File: config.mk
export PLATFORM = sky130hd
export DESIGN_NAME = map_loader_flat
export DESIGN_NICKNAME = d
export VERILOG_FILES = /design/src/rtl/maze_pkg.sv /design/src/rtl/map_loader_if.sv /design/src/rtl/rom_tag_pipe.sv /design/src/rtl/map_loader.sv /design/src/flat_wrapper.sv
export SDC_FILE = /design/constraint.sdc
export NUM_CORES = 1
export LEC_CHECK = 0
export ABC_AREA = 1
export ABC_CLOCK_PERIOD_IN_PS = 2100
export BUFFER_PORTS_ARGS = -buffer_cell sky130_fd_sc_hd__buf_4
export CAP_MARGIN = 25
export CORE_AREA = 5 5 119 121
export CTS_CLUSTER_SIZE = 25
export DETAILED_ROUTE_END_ITERATION = 6
export DIE_AREA = 0 0 124 126
export GPL_TIMING_DRIVEN = 1
export PLACE_DENSITY = 0.76
export SETUP_SLACK_MARGIN = 0.2
export SYNTH_ARGS = -nofsm -noshare
export SYNTH_HDL_FRONTEND = slang
export SYNTH_SLANG_ARGS = --single-unit
File: constraint.sdc
create_clock -name clk -period 2.1 [get_ports clk]
set_input_delay 0.42 -clock clk [delete_from_list [all_inputs] [get_ports clk]]
set_output_delay 0.42 -clock clk [all_outputs]
set_load 0.005 [all_outputs]
File: src/rtl/maze_pkg.sv
`default_nettype none
// ============================================================================
// Module      : maze_pkg
// Description : Shared constants, types and helpers for the maze map loader.
// Revision    : 1.0 - initial release
// ============================================================================
package maze_pkg;

  localparam int MAP_ROWS = 8;
  localparam int MAP_COLS = 8;

  localparam logic [3:0] ROM_START_ADDR = 4'd8;
  localparam logic [3:0] ROM_END_ADDR   = 4'd9;
  localparam logic [3:0] ROM_LAST_ADDR  = 4'd9;

  typedef struct packed {
    logic [2:0] row;
    logic [2:0] col;
  } pos_t;

  // Unpacked point byte: coordinate plus "reserved bits are zero" flag
  typedef struct packed {
    pos_t pos;
    logic ok;
  } point_t;

  typedef enum logic [1:0] {
    ST_IDLE  = 2'd0,
    ST_ISSUE = 2'd1,
    ST_DRAIN = 2'd2,
    ST_CHECK = 2'd3
  } ldr_state_t;

  // Point byte layout is {2'b00, row[2:0], col[2:0]}
  function automatic point_t unpack_point(input logic [7:0] b);
    point_t p;
    p.pos.row = b[5:3];
    p.pos.col = b[2:0];
    p.ok      = (b[7:6] == 2'b00);
    return p;
  endfunction

endpackage
`default_nettype wire

File: src/rtl/map_loader_if.sv
`default_nettype none
// ============================================================================
// Module      : map_loader_if
// Description : Registered-read ROM port between map_loader and maprom.
// Revision    : 1.0 - initial release
// ============================================================================
interface map_loader_if;

  logic [1:0] rom_chipsel;
  logic [3:0] rom_addr;
  logic [7:0] rom_data;

  modport master (
    output rom_chipsel,
    output rom_addr,
    input  rom_data
  );

  modport slave (
    input  rom_chipsel,
    input  rom_addr,
    output rom_data
  );

endinterface
`default_nettype wire

File: src/rtl/rom_tag_pipe.sv
`default_nettype none
// ============================================================================
// Module      : rom_tag_pipe
// Description : Shift register of {valid, addr} tags that tracks ROM reads
//               in flight so returning data can be steered to its register.
// Revision    : 1.0 - initial release
// ============================================================================
module rom_tag_pipe #(
  parameter int DEPTH = 2,
  parameter int AW    = 4
) (
  input  logic          clk,
  input  logic          rst_n,
  input  logic          in_valid,
  input  logic [AW-1:0] in_addr,
  output logic          out_valid,
  output logic [AW-1:0] out_addr
);

  logic [DEPTH-1:0] vld;
  logic [AW-1:0]    adr [DEPTH];

  generate
    for (genvar i = 0; i < DEPTH; i++) begin : g_stage
      if (i == 0) begin : g_head
        // First stage takes the tag of the address currently driven
        always_ff @(posedge clk or negedge rst_n) begin
          if (!rst_n) begin
            vld[0] <= 1'b0;
            adr[0] <= '0;
          end else begin
            vld[0] <= in_valid;
            adr[0] <= in_addr;
          end
        end
      end else begin : g_tail
        // Later stages simply age the tag by one cycle
        always_ff @(posedge clk or negedge rst_n) begin
          if (!rst_n) begin
            vld[i] <= 1'b0;
            adr[i] <= '0;
          end else begin
            vld[i] <= vld[i-1];
            adr[i] <= adr[i-1];
          end
        end
      end
    end
  endgenerate

  assign out_valid = vld[DEPTH-1];
  assign out_addr  = adr[DEPTH-1];

endmodule
`default_nettype wire

File: src/rtl/map_loader.sv
`default_nettype none
// ============================================================================
// Module      : map_loader
// Description : Reads one 8x8 maze map plus start/end points from maprom,
//               validates the points and serves cell queries.
// Revision    : 1.0 - initial release
// ============================================================================
module map_loader
  import maze_pkg::*;
#(
  parameter int ROM_LATENCY = 2
) (
  input  logic               clk,
  input  logic               rst_n,
  input  logic               load_req,
  input  logic [1:0]         map_sel,
  map_loader_if.master       rom,
  output logic               busy,
  output logic               done,
  output logic               map_valid,
  output logic               err,
  output logic [2:0]         start_row,
  output logic [2:0]         start_col,
  output logic [2:0]         end_row,
  output logic [2:0]         end_col,
  input  logic [2:0]         q_row,
  input  logic [2:0]         q_col,
  output logic               q_open,
  output logic [63:0]        map_bits
);

  ldr_state_t state, state_n;

  logic        accept, reject, finish;
  logic [1:0]  chipsel_q;
  logic [3:0]  addr_q;
  logic [63:0] map_q;
  logic [7:0]  start_byte, end_byte;
  pos_t        start_pos, end_pos;

  logic        tag_valid;
  logic [3:0]  tag_addr;

  point_t      sp, ep;
  logic        load_good;

  // Tag follows every issued address so the returning byte lands correctly
  rom_tag_pipe #(
    .DEPTH (ROM_LATENCY),
    .AW    (4)
  ) u_tag_pipe (
    .clk       (clk),
    .rst_n     (rst_n),
    .in_valid  (state == ST_ISSUE),
    .in_addr   (addr_q),
    .out_valid (tag_valid),
    .out_addr  (tag_addr)
  );

  // Point validation from the stored bytes; a point must sit on an open cell
  always_comb begin
    sp        = unpack_point(start_byte);
    ep        = unpack_point(end_byte);
    load_good = sp.ok && ep.ok
             && map_q[{sp.pos.row, sp.pos.col}]
             && map_q[{ep.pos.row, ep.pos.col}]
             && (start_byte != end_byte);
  end

  // State register
  always_ff @(posedge clk or negedge rst_n) begin
    if (!rst_n) state <= ST_IDLE;
    else        state <= state_n;
  end

  // Next-state and one-cycle control strobes
  always_comb begin
    state_n = state;
    accept  = 1'b0;
    reject  = 1'b0;
    finish  = 1'b0;
    unique case (state)
      ST_IDLE: begin
        if (load_req) begin
          if (map_sel != 2'd3) begin
            accept  = 1'b1;
            state_n = ST_ISSUE;
          end else begin
            reject  = 1'b1;
          end
        end
      end
      ST_ISSUE: begin
        if (addr_q == ROM_LAST_ADDR) state_n = ST_DRAIN;
      end
      ST_DRAIN: begin
        // Leave on the edge that captures the end-point byte
        if (tag_valid && (tag_addr == ROM_LAST_ADDR)) state_n = ST_CHECK;
      end
      ST_CHECK: begin
        finish  = 1'b1;
        state_n = ST_IDLE;
      end
      default: state_n = ST_IDLE;
    endcase
  end

  // Control outputs, ROM address sequencing and validated point outputs
  always_ff @(posedge clk or negedge rst_n) begin
    if (!rst_n) begin
      chipsel_q <= 2'd0;
      addr_q    <= 4'd0;
      busy      <= 1'b0;
      done      <= 1'b0;
      map_valid <= 1'b0;
      err       <= 1'b0;
      start_pos <= '0;
      end_pos   <= '0;
    end else begin
      done <= 1'b0;
      if (accept) begin
        chipsel_q <= map_sel;
        addr_q    <= 4'd0;
        busy      <= 1'b1;
        map_valid <= 1'b0;
        err       <= 1'b0;
      end
      if (reject) begin
        done      <= 1'b1;
        map_valid <= 1'b0;
        err       <= 1'b1;
      end
      if ((state == ST_ISSUE) && (addr_q != ROM_LAST_ADDR)) begin
        addr_q <= addr_q + 4'd1;
      end
      if (finish) begin
        done      <= 1'b1;
        busy      <= 1'b0;
        map_valid <= load_good;
        err       <= !load_good;
        if (load_good) begin
          start_pos <= sp.pos;
          end_pos   <= ep.pos;
        end
      end
    end
  end

  // Capture returning ROM bytes into the row or point register named by the tag
  always_ff @(posedge clk or negedge rst_n) begin
    if (!rst_n) begin
      map_q      <= '0;
      start_byte <= 8'd0;
      end_byte   <= 8'd0;
    end else if (tag_valid) begin
      if (tag_addr == ROM_START_ADDR)    start_byte <= rom.rom_data;
      else if (tag_addr == ROM_END_ADDR) end_byte   <= rom.rom_data;
      else if (!tag_addr[3])             map_q[{tag_addr[2:0], 3'b000} +: 8] <= rom.rom_data;
    end
  end

  assign rom.rom_chipsel = chipsel_q;
  assign rom.rom_addr    = addr_q;

  assign start_row = start_pos.row;
  assign start_col = start_pos.col;
  assign end_row   = end_pos.row;
  assign end_col   = end_pos.col;
  assign map_bits  = map_q;
  assign q_open    = map_valid & map_q[{q_row, q_col}];

endmodule
`default_nettype wire

File: src/flat_wrapper.sv
// flat-port wrapper written by rule: the top's interface ports become plain ports
module map_loader_flat import maze_pkg::*;
#(
  parameter int ROM_LATENCY = 2
)
  (clk, rst_n, load_req, map_sel, busy, done, map_valid, err, start_row, start_col, end_row, end_col, q_row, q_col, q_open, map_bits, rom_rom_chipsel, rom_rom_addr, rom_rom_data);
  map_loader_if rom_i ();
  input  logic clk;
  input  logic rst_n;
  input  logic load_req;
  input  logic [1:0] map_sel;
  output logic busy;
  output logic done;
  output logic map_valid;
  output logic err;
  output logic [2:0] start_row;
  output logic [2:0] start_col;
  output logic [2:0] end_row;
  output logic [2:0] end_col;
  input  logic [2:0] q_row;
  input  logic [2:0] q_col;
  output logic q_open;
  output logic [63:0] map_bits;
  output wire logic [$bits(rom_i.rom_chipsel)-1:0] rom_rom_chipsel;
  output wire logic [$bits(rom_i.rom_addr)-1:0] rom_rom_addr;
  input wire logic [$bits(rom_i.rom_data)-1:0] rom_rom_data;
  assign rom_rom_chipsel = rom_i.rom_chipsel;
  assign rom_rom_addr = rom_i.rom_addr;
  assign rom_i.rom_data = rom_rom_data;
  map_loader #(.ROM_LATENCY(ROM_LATENCY)) u_core (.clk(clk), .rst_n(rst_n), .load_req(load_req), .map_sel(map_sel), .rom(rom_i), .busy(busy), .done(done), .map_valid(map_valid), .err(err), .start_row(start_row), .start_col(start_col), .end_row(end_row), .end_col(end_col), .q_row(q_row), .q_col(q_col), .q_open(q_open), .map_bits(map_bits));
endmodule
==> results of run 1 <==
[power groups by stage]
stage | clock network, uW | registers, uW | logic, uW
after floorplan | 0 | 4170 | 4330
after global placement | 0 | 4570 | 6660
after detailed placement | 0 | 4550 | 6790
after CTS | 2820 | 4400 | 7460
after global routing | 2910 | 4640 | 10300
final | 2790 | 4600 | 9600
[path summary, 6_finish.rpt]
kind                                                 endpoint  cells after the start
worst min register to register  u_core.u_tag_pipe.out_addr[1]                      0
min in group asynchronous                 u_core.map_bits[40]                      2
worst max-delay path                                   q_open                      9
worst min-delay path                u_core.rom.rom_chipsel[1]                      2
worst max register to register            u_core.start_col[0]                     13
max in group asynchronous                   u_core.end_row[0]                      3
[routing by layer]
layer / global-route usage, % / share of wire, % / vias to the layer above
met5: 0 / 0 / -
met4: 14.7 / 7.7 / 0
met3: 6.91 / 13 / 204
met2: 43.0 / 43 / 638
met1: 40.2 / 36 / 3524
li1: - / - / 3338
[layout make-up]
| cell class | count | area [um2] |
|---|---|---|
| fill | 988 | 3710 |
| multi-input combinational | 675 | 3510 |
| clock inverter | 13 | 139 |
| tap | 176 | 220 |
| inverter | 64 | 282 |
| timing repair buffer | 191 | 1750 |
| clock buffer | 19 | 433 |
| sequential | 114 | 2890 |
| timing repair inverter | 6 | 53.8 |
[metrics by stage]
stage,worst slack [ps],hold WS [ps]
floorplan,196,124
global placement,-199,332
detailed placement,-203,338
CTS,-27.0,228
global route,-157,250
finish,-101,242
[registers in the layout (all words and copies together), names as in the netlist]
signal and cells:
u_core.end_byte 8, u_core.start_col 3, u_core.u_tag_pipe.adr 4, u_core.err 1
u_core.done 1, u_core.u_tag_pipe.out_addr 4, u_core.start_row 3, u_core.state 2
u_core.rom.rom_chipsel 2, u_core.rom.rom_addr 4, u_core.start_byte 8, u_core.end_col 3
u_core.map_valid 1, u_core.busy 1, u_core.end_row 3, u_core.u_tag_pipe.out_valid 1
u_core.map_bits 64, u_core.u_tag_pipe.vld 1
[Yosys cell counts, types with 4 or more instances]
master / instances
dfrtp_1: 114
nor3_1: 17
buf_4: 12
ha_1: 11
o21ai_0: 84
buf_6: 6
nand3_1: 143
nor2_1: 43
o211ai_1: 8
nand2_1: 302
clkinv_1: 4
mux2_2: 5
a21oi_1: 19
clkbuf_1: 16
inv_1: 55
o22ai_1: 7
nand4_1: 15
o221ai_1: 4
buf_2: 15
[cell families after synthesis]
group	after synthesis	share of synthesized area, %
and+or+nand+nor	526	34.2
AOI/OAI and AO/OA	127	10.6
DFF	114	43.5
buffers and inverters	113	8.25
adders and majority gates	11	2.10
muxes	5	0.859
xor gates and xnor gates	4	0.535
[timing repair]
| item | in CTS | in global routing |
|---|---|---|
| pin swaps | 7 | 36 |
| endpoints found under the setup margin | 16 | 55 |
| resized for setup | 34 | 122 |
| hold buffers | 1 | 0 |
| setup buffers | 26 | 13 |
| endpoints found under the hold margin | 34 | 0 |
| gates cloned | 1 | 17 |
==> flow_summary.json, run 1 <==
{
  "netlist_instances": 900,
  "yosysTopAreaCellShare_pct": 43.5,
  "worst_pin_slew_ps": 575,
  "max_cap_violations": 0,
  "cp_common_cell": "nand3_1",
  "cp_data_arrival_time_ps": 1780,
  "diodes": 0,
  "die_height_um": 126,
  "grt_max_degree": 43,
  "synth.largest_area_cell": "dfrtp_1",
  "worst-path-buf-inv": 1,
  "pin_count": 106,
  "internal-power_uw": 9310,
  "final_cells": 1258,
  "fp.dieW_um": 124,
  "yosysSeqAreaShare_pct": 43.5,
  "grt_pass1_vias": 6612,
  "core_mm2": 0.0130,
  "crit_type": "reg -> out",
  "setup_tns_ps": -101,
  "period_minus_slack_ps": 2200,
  "p_total_uw": 17000,
  "rrSetupSlack_ps": 90,
  "violations": "DRC, setup timing",
  "yosysUniqueCellTypes": 33,
  "cts_tree": "built",
  "p_clk_share_pct": 16.4,
  "start_util_pct": 50.5,
  "dr.pass1.iters": 7,
  "max_freq_mhz": 454,
  "r2r-start": "u_core.start_byte[0]",
  "syn_area_per_cell_um2": 7.28,
  "clkLatencyLatePin_ps": 430,
  "outcome": "finished with violations",
  "slowest_stage": "dfrtp_1",
  "layout_common_cells": "nand2_1, buf_4, nand3_1, dfrtp_1, o21ai_0",
  "vias": 7704,
  "vias_per_cell": 6.12,
  "netlist_top_cells_area": "dfrtp_1, nand2_1, nand3_1",
  "setup_viol": 1,
  "synthToLayoutAreaGrowth_pct": 41.4,
  "grt_pass1_wl_mm": 35.4,
  "antenna_found_initial": 0,
  "track_usage_pct": 29.2,
  "final_core_util_pct": 71.4,
  "cts_max_level": 4,
  "fin_nets": 1099,
  "crit_path_start": "u_core.map_bits[34]",
  "portBuffers": 105,
  "final_common_cell": "nand2_1",
  "drtAntennaViolNets": 0,
  "clkTransAtPathRegs_ps": 50,
  "async_flop_share_pct": 100,
  "ys_warn_count": 0,
  "synth_edf_count": 0,
  "period_share_pct": 105,
  "slew_violations": 0,
  "setup_ws_ps": -101,
  "required_ps": 1680,
  "cts_made_buffers": 17,
  "critPathLaunchType": "register",
  "clock_path_buffers": 2,
  "cp_top_family": "simple AND/OR/NAND/NOR gates",
  "slowest_delay_ps": 400,
  "synthFlopType": "dfrtp_1",
  "crit_chain": "nand2_1 > nand3_1 > nand2_1 > a21oi_2 > o31ai_2 > nand3_1 > nand3_1 > a21oi_2 > buf_4",
  "swShare_pct": 45.2,
  "end_kind": "primary output",
  "cts_sinks": 114,
  "fp-row-count": 42,
  "dpl.hpwl_mm": 15.2,
  "ir_drop_v": 0.000925,
  "hp-start": "map_sel[1]",
  "drive_gt1_share_pct": 31.6,
  "dp.cells": 1168,
  "ys_ff_latch": 114,
  "cts-root-buf": "clkbuf_16",
  "wl_per_cell_um": 20.2,
  "synthesis.nets": 930,
  "p_per_area_mw_per_mm2": 1830,
  "slew_headroom_pct": 61.6,
  "totalWireLength_mm": 25.4,
  "power_frac_comb_pct": 56.5,
  "cp_max_fo": 2,
  "power_switching_uw": 7670,
  "finalHoldViolCount": 0,
  "leakagePower_uw": 0.00453,
  "drt-initial-drc-count": 1388,
  "dpl_cell_area_mm2": 0.00764,
  "fin_area_mm2": 0.00927,
  "seqPwrFrac_pct": 27.1,
  "grt_setup_unrepaired": "true",
  "place_congestion": 0.985,
  "drc": 1,
  "syn_area_mm2": 0.00656,
  "grt_overflow": 0,
  "finClkSkew_ps": 7.37,
  "dieArea_mm2": 0.0156,
  "hp-class": "in -> reg"
}
(Power assumes the default switching activity.)
==> run 2: changes to the inputs <==
--- a/config.mk
+++ b/config.mk
@@ -11,6 +11,6 @@
 export CAP_MARGIN = 25
-export CORE_AREA = 5 5 119 121
-export CTS_CLUSTER_SIZE = 25
+export CORE_AREA = 5 5 98 146
+export CTS_CLUSTER_SIZE = 20
 export DETAILED_ROUTE_END_ITERATION = 6
-export DIE_AREA = 0 0 124 126
+export DIE_AREA = 0 0 103 151
 export GPL_TIMING_DRIVEN = 1
==> constraint.sdc (replaced) <==
create_clock -name clk -period 2.1 [get_ports clk]
set_input_delay 0.315 -clock clk [delete_from_list [all_inputs] [get_ports clk]]
set_output_delay 0.315 -clock clk [all_outputs]
set_load 0.005 [all_outputs]
==> run 2 against run 1 <==
  * The flow finishes with violations (setup timing)
  * Maximum frequency rose by 2.2%
  * Final cell count decreased by 3.0%
  * Clock power increased by 1%
  * Global-route usage is 2.3 points higher
  * Worst setup slack improved by 47 ps
  * Die area fell by 0.45%
  * Sequential share of layout area rose by 0.89 points
  * Critical endpoint unchanged
  * Largest cell class unchanged
==> flow_summary.json, run 2 (synthesis gave the netlist of run 1 again) <==
{
  "outcome": "finished with violations",
  "violations": "setup timing",
  "final_common_cell": "nand2_1",
  "grt_setup_unrepaired": "true",
  "clkLatencyLatePin_ps": 420,
  "max_freq_mhz": 464,
  "slowest_stage": "dfrtp_1",
  "slowest_delay_ps": 440,
  "fp.dieW_um": 103,
  "min_to": "u_core.rom.rom_chipsel[1]",
  "end_kind": "primary output",
  "worst_pin_slew_ps": 571,
  "crit_chain": "o21ai_0 > o211ai_1 > nand3_1 > nand3_1 > nand3b_1 > a21oi_2 > buf_4",
  "rrSetupSlack_ps": 110,
  "cts_max_level": 4,
  "fp-row-count": 51,
  "vias_per_cell": 6.10,
  "grt_max_degree": 41,
  "hp-class": "in -> reg",
  "synthToLayoutAreaGrowth_pct": 37.6,
  "hp-start": "map_sel[1]",
  "required_ps": 1780,
  "crit_path_start": "u_core.map_bits[25]",
  "holdPathStages": 2,
  "holdWs_ps": 151,
  "drtAntennaViolNets": 0,
  "vias": 7436,
  "grt_overflow": 0,
  "track_usage_pct": 31.6,
  "antenna_found_initial": 0,
  "largest_reg_flops": 64,
  "dr.pass1.iters": 7,
  "cp_data_arrival_time_ps": 1840,
  "period_minus_slack_ps": 2150,
  "start_util_pct": 50.9,
  "wl_per_cell_um": 20.8,
  "worst-path-buf-inv": 1,
  "grt_pass1_vias": 6820,
  "place_congestion": 1.02,
  "drive_gt1_share_pct": 30.9,
  "max_cap_violations": 0,
  "cp_common_cell": "nand3_1",
  "fin_nets": 1078,
  "drc": 0,
  "totalWireLength_mm": 25.4,
  "slew_headroom_pct": 61.9,
  "grt_pass1_wl_mm": 37.0,
  "cts_tree": "built",
  "reg2regPathDepth": 12,
  "cp_top_family": "compound AO/OA/AOI/OAI gates",
  "dp.cells": 1152,
  "p_per_area_mw_per_mm2": 1830,
  "leakagePower_uw": 0.00442,
  "rr_endpoint": "u_core.start_row[2]",
  "finClkSkew_ps": 7.80,
  "drt-initial-drc-count": 1123,
  "critPathLaunchType": "register",
  "clkTransAtPathRegs_ps": 60,
  "setup_ws_ps": -54.8,
  "dieArea_mm2": 0.0156,
  "portBuffers": 105,
  "diodes": 0,
  "setup_viol": 1,
  "r2r-start": "u_core.end_byte[0]",
  "cts_made_buffers": 17,
  "final_cells": 1220,
  "cts_sinks": 114,
  "period_share_pct": 103,
  "finalHoldViolCount": 0,
  "pin_count": 106,
  "slew_violations": 0,
  "die_height_um": 151,
  "core_mm2": 0.0129,
  "cts-root-buf": "clkbuf_16",
  "cp_max_fo": 5,
  "ir_drop_v": 0.000975,
  "dpl.hpwl_mm": 16.4,
  "crit_type": "reg -> out",
  "layout_common_cells": "nand2_1, buf_4, nand3_1, dfrtp_1, o21ai_0",
  "clock_path_buffers": 2
}
[run 2: cell types whose count changed in the layout (fill, tap and decap cells not counted), moves of 5 or more]
cell       before  now
inv_2          10    4
buf_4         163  148
nand2_2        17   30
nand3_2        29   35
clkbuf_16      25   20
inv_1          45   51
a21oi_1        11   17
a21oi_2         7    1
nand2_1       283  272
nand3_1       114  107
[run 2: power breakdown]
part	internal (uW)	switching, uW
Sequential	3270	1510
Clock	1740	1080
Combinational	3900	4960
[run 2: worst reg2reg max path: cells and delay by family (launching register included)]
| family | cells | cell delay, ps |
|---|---|---|
| AO/OA/AOI/OAI | 1 | 130 |
| flip-flops | 1 | 500 |
| AND/OR/NAND/NOR | 9 | 940 |
| buffers and inverters | 2 | 310 |
[run 2: cell type report]
type                       count  area [um2]
multi-input combinational    676        3560
clock buffer                  19         433
clock inverter                13         138
timing repair inverter         4        36.3
sequential                   114        2890
fill                        1058        3870
timing repair buffer         171        1480
inverter                      64         278
tap                          159         199
[run 2: through the flow]
step	area (um2)	setup TNS [ps]	setup slack [ps]	util (%)	power (uW)
final	9020	-54.8	-54.8	70.0	16500
after global routing	9020	-142	-142	70.0	17400
after CTS	8310	0	31.9	64.5	14600
after detailed placement	7600	0	31.8	59.0	11400
after global placement	7600	0	23.9	59.0	11300
after floorplan	6620	0	196	-	8500
[run 2: worst max-delay path by stage]
stage / end / depth (start not counted)
2_1_floorplan: u_core.map_bits[39] / 10
3_5_place_dp: q_open / 12
5_1_grt: q_open / 9
3_3_place_gp: q_open / 12
4_1_cts: q_open / 9
6_report: q_open / 7
[run 2: layer usage]
metal	routed length, um	GRT usage [%]	share of wire, %	vias to the layer above
li1	-	-	-	3292
met4	2240	21.0	8.8	0
met3	2560	6.96	10	183
met1	8610	37.2	34	3449
met2	12000	50.8	47	512
met5	0	0	0	-
[run 2: what timing repair did]
| action | in CTS | in global routing |
|---|---|---|
| setup endpoints to repair | 15 | 50 |
| endpoints found under the hold margin | 22 | 0 |
| resized for setup | 27 | 135 |
| setup buffers | 13 | 8 |
| hold buffers | 1 | 0 |
| pin swaps | 2 | 38 |
| gates cloned | 0 | 14 |
